==> config.mk <==
export PLATFORM = sky130hd
export DESIGN_NAME = temp_datapath
export DESIGN_NICKNAME = d
export VERILOG_FILES = /design/src/rtl/temp_datapath.sv
export SDC_FILE = /design/constraint.sdc
export NUM_CORES = 1
export LEC_CHECK = 0
export CORE_AREA = 2 2 71 73
export DETAILED_ROUTE_END_ITERATION = 6
export DIE_AREA = 0 0 73 75
export GPL_TIMING_DRIVEN = 0
export PLACE_DENSITY = 0.74
export SLEW_MARGIN = 20
export SYNTH_ARGS = -nofsm -noshare
export SYNTH_HDL_FRONTEND = slang
export SYNTH_SLANG_ARGS = --single-unit
==> constraint.sdc <==
create_clock -name clk_controle -period 1.8 [get_ports clk_controle]
set_input_delay 0.36 -clock clk_controle [delete_from_list [all_inputs] [get_ports clk_controle]]
set_output_delay 0.36 -clock clk_controle [all_outputs]
set_load 0.02 [all_outputs]
==> src/rtl/temp_datapath.sv <==
// Temperature window datapath: accumulates N samples on hab and, on arm, registers
// the window average, the window maximum and an over-limit alert.
module temp_datapath #(
  parameter int DATA_W = 8,
  parameter int LOG2_N = 3,
  parameter int LIMITE = 80
) (
  input  logic              clk_controle,
  input  logic              reset,
  input  logic              limp,
  input  logic              hab,
  input  logic              arm,
  input  logic [DATA_W-1:0] temp_in,
  output logic [DATA_W-1:0] media,
  output logic [DATA_W-1:0] temp_max,
  output logic              alerta,
  output logic              valido,
  output logic              erro,
  output logic [LOG2_N:0]   cont,
  output logic              cheio
);

  localparam int ACC_W = DATA_W + LOG2_N;
  localparam int CNT_W = LOG2_N + 1;
  localparam logic [CNT_W-1:0] N   = CNT_W'(1 << LOG2_N);
  localparam logic [DATA_W:0]  LIM = (DATA_W + 1)'(LIMITE);

  logic [ACC_W-1:0]  acc_q, acc_d;
  logic [CNT_W-1:0]  cnt_q, cnt_d;
  logic [DATA_W-1:0] max_p_q, max_p_d;
  logic [DATA_W-1:0] media_q, media_d;
  logic [DATA_W-1:0] temp_max_q, temp_max_d;
  logic              alerta_q, alerta_d;
  logic              valido_q, valido_d;
  logic              erro_q, erro_d;

  logic              full;
  logic [DATA_W-1:0] window_avg;

  assign full       = (cnt_q == N);
  assign window_avg = acc_q[ACC_W-1:LOG2_N];

  always_comb begin
    // NOTE: every signal gets a default before the priority chain, so no path
    // through it can leave a value unassigned and infer a latch.
    acc_d      = acc_q;
    cnt_d      = cnt_q;
    max_p_d    = max_p_q;
    media_d    = media_q;
    temp_max_d = temp_max_q;
    alerta_d   = alerta_q;
    valido_d   = 1'b0;
    erro_d     = 1'b0;

    // Priority limp > arm > hab; a lower strobe in the same cycle is dropped.
    if (limp) begin
      acc_d   = '0;
      cnt_d   = '0;
      max_p_d = '0;
    end else if (arm) begin
      if (full) begin
        media_d    = window_avg;
        temp_max_d = max_p_q;
        alerta_d   = ({1'b0, window_avg} >= LIM);
        valido_d   = 1'b1;
      end else begin
        erro_d = 1'b1;
      end
    end else if (hab && !full) begin
      acc_d   = acc_q + ACC_W'(temp_in);
      cnt_d   = cnt_q + 1'b1;
      max_p_d = (temp_in > max_p_q) ? temp_in : max_p_q;
    end
  end

  always_ff @(posedge clk_controle) begin
    // NOTE: non-blocking assignments so every flop samples the pre-edge values.
    if (reset) begin
      acc_q      <= '0;
      cnt_q      <= '0;
      max_p_q    <= '0;
      media_q    <= '0;
      temp_max_q <= '0;
      alerta_q   <= 1'b0;
      valido_q   <= 1'b0;
      erro_q     <= 1'b0;
    end else begin
      acc_q      <= acc_d;
      cnt_q      <= cnt_d;
      max_p_q    <= max_p_d;
      media_q    <= media_d;
      temp_max_q <= temp_max_d;
      alerta_q   <= alerta_d;
      valido_q   <= valido_d;
      erro_q     <= erro_d;
    end
  end

  assign media    = media_q;
  assign temp_max = temp_max_q;
  assign alerta   = alerta_q;
  assign valido   = valido_q;
  assign erro     = erro_q;
  assign cont     = cnt_q;
  assign cheio    = full;

endmodule
==> flow_summary_export.csv <==
group,metric,value,unit
die,die_area,5475,µm²
die,start_util,45.42,%
final_layout,diodes,0,
clocking,tritoncts,"built",
grt,grt_max_degree,13,
synthesis,synth_cell_type_count,43,
critical_path,crit_family,"buffers and inverters",
die,ios,37,
synthesis,post_synth_main_area_contributors,"dfxtp_1, ha_1, nand2_1",
final_layout,fin_area,2874,µm²
final_layout,syn_to_final_growth,35.76,%
routing,vias,1851,
power,leakagePower,1.075,nW
clocking,root_buffer,"clkbuf_8",
sta,worstMarginPinSlew,413.2,ps
sta,post-route-min-period,1753,ps
die,row_count,25,
critical_path,required,2010,ps
synthesis,syn_area,2117,µm²
grt,use_met3,3.614,%
die,core,4661,µm²
final_layout,drive_gt1_share,20.48,%
clocking,cts_buffer_depth,2,
clocking,cts_buffers,5,
hold_path,hold_class,"flip-flop to flip-flop",
critical_path,slowest_stage,"a211oi_4",
grt,grt_pass1_vias,1691,
clocking,h-tree-depth,2,
synthesis,synth_most_common_cell,"nand2_1",
placement,gp_congestion,0.7586,
routing,wl_per_cell,14.39,µm
synthesis,syn_nets,273,
sta,tns,0,ps
synthesis,synth-edff-count,0,
grt,grt-ovfl-total,0,
sta,clock.fmax,570.6,MHz
critical_path,cp-end-kind,"flip-flop",
placement,hpwl,3517,µm
final_layout,nets,325,
synthesis,synth_commonest_cells,"nand2_1, dfxtp_1, a21oi_1",
final_layout,layout.cells.non_filler,347,
synthesis,yosysSeqAreaShare,39.72,%
placement,placed_cell_area,2545,µm²
power,max-vdd-ir-drop,0.0002597,V
critical_path,worst_ep_arrival_time,1960,ps
final_layout,utilization,61.66,%
sta,slew_headroom,72.45,%
grt,grt_util_all_layers,18.95,%
critical_path,worstPathMaxFanout,5,
synthesis,postSynthCellCount,241,
die,die_h,75,µm
synthesis,synth_ff_type,"dfxtp_1",
sta,finalCritPeriodShare,97.36,%
routing,drt_iter0_drc,134,
critical_path,path_buf_inv,2,
clocking,clk_pin_slew,80,ps
sta,hold_violations,0,
synthesis,avgSynthCellArea,8.784,µm²
critical_path,crit_type,"input pin to flip-flop",
synthesis,synth_top_area_share,39.72,%
routing,drcViolationCount,0,
die,die_w,73,µm
critical_path,slowest_delay,350,ps
sta,whs,454.5,ps
grt,met2_usage,31.83,%
routing,via_per_inst,5.334,
routing,wirelength,4995,µm
outcome,status,"finished, final reports clean",
grt,grt_util_met1,24.21,%
clocking,clkSinkCount,42,
sta,drv_slew,0,
routing,ant_nets,0,
run,maxCapViolCount,0,
sta,fin_worst_skew,4.081,ps
placement,portBuffers,36,
grt,grt-busiest-layer,"met2",
power,powerDensity,621.6,nW/µm²
clocking,clk_latency,290,ps
critical_path,start_kind,"input pin",
critical_path,crit_path_cell_trace,"dlygate4sd2_1 -> ha_4 -> and4b_1 -> a211oi_2 -> a211oi_4 -> buf_6 -> nand3_1 -> o31ai_1",
grt,antenna_found_initial,0,
synthesis,synth_top_area_cell,"dfxtp_1",
sta,rsz0062_at_grt,"true",
grt,grt_first_pass_wirelength,8004,µm
routing,firstDrtPassIters,4,
synthesis,ys_ff_latch,42,
synthesis,synthArstFlopShare,0,%
sta,setup_viol,0,
placement,dp_cells,331,
synthesis,yosysWarnings,0,
cells in the final DEF (no fill, tap or decap), types with 4 or more instances in the layout:
cell type / n
nand2_1: 43
dfxtp_1: 35
clkdlybuf4s50_1: 27
a21oi_1: 21
inv_1: 13
nor2_1: 11
ha_4: 10
nand3_1: 8
ha_1: 8
buf_4: 8
dfxtp_2: 7
dlygate4sd2_1: 7
xnor2_1: 6
o31ai_1: 6
buf_2: 5
mux2i_1: 5
clkbuf_8: 5
a21o_1: 4
o22ai_1: 4
per-layer routing:
metal  wire, µm  up-vias
met1       2343      849
met4         65        0
met5          0        -
li1           -      947
met2       2401       48
met3        184        7
report_power, final:
| group | switching [mW] | internal [mW] |
|---|---|---|
| Combinational | 0.136 | 0.123 |
| Sequential | 0.00957 | 0.939 |
| Clock | 0.317 | 0.260 |
| Total | 0.463 | 1.32 |
sequential cells by signal (all words and copies together), names as in the netlist:
name / count
acc_q: 11
max_p_q: 8
media: 8
temp_max: 8
cont: 4
alerta: 1
erro: 1
valido: 1
cell families after synthesis:
kind of cell	after synthesis	synth area share [%]
xor gates and xnor gates	9	3.724
AOI/OAI and AO/OA	59	18.44
buffers and inverters	24	5.142
DFF	42	39.72
and+or+nand+nor	83	19.03
adders and majority gates	19	11.58
muxes	5	2.364
worst paths after layout:
path,start,endpoint,slack (ps),depth (start not counted)
hold / removal,temp_max[2],temp_max[2],450,2
setup reg to reg,max_p_q[6],max_p_q[5],70,8
setup / recovery,temp_in[3],max_p_q[5],50,8
hold reg to reg,temp_max[2],temp_max[2],450,2
area by class of cell:
cell class                      count  area [µm²]
Clock inverter                      2       10.01
Sequential cell                    42       849.6
Timing Repair Buffer               45       417.9
Clock buffer                        5       68.82
Buffer                             10       58.81
Inverter                           14       52.55
Tap cell                           54       67.56
Multi-Input combinational cell    175        1349
Fill cell                         415        1787
worst register-to-register path, delay by kind of cell, from the launching register on:
family                     cells  cell delay (ps)
adders and majority gates      1              290
DFF                            1              330
AOI/OAI and AO/OA              4              680
buffers and inverters          2              270
and+or+nand+nor                1               90
through the flow:
step / setup WS, ps / power (mW)
2_1_floorplan: 73.42 / 1.105
5_1_grt: -17.96 / 1.851
4_1_cts: -21.02 / 1.769
3_3_place_gp: -682.1 / 1.175
3_5_place_dp: -679.2 / 1.179
6_report: 47.46 / 1.786
repair_timing:
item / CTS / global route
gates cloned: 0 / 1
gates resized for setup: 27 / 26
setup buffers: 3 / 5
pin swaps: 8 / 8
setup endpoints to repair: 23 / 24
hold buffers: 0 / 0
Note: power is estimated with default switching activity, not from simulation.
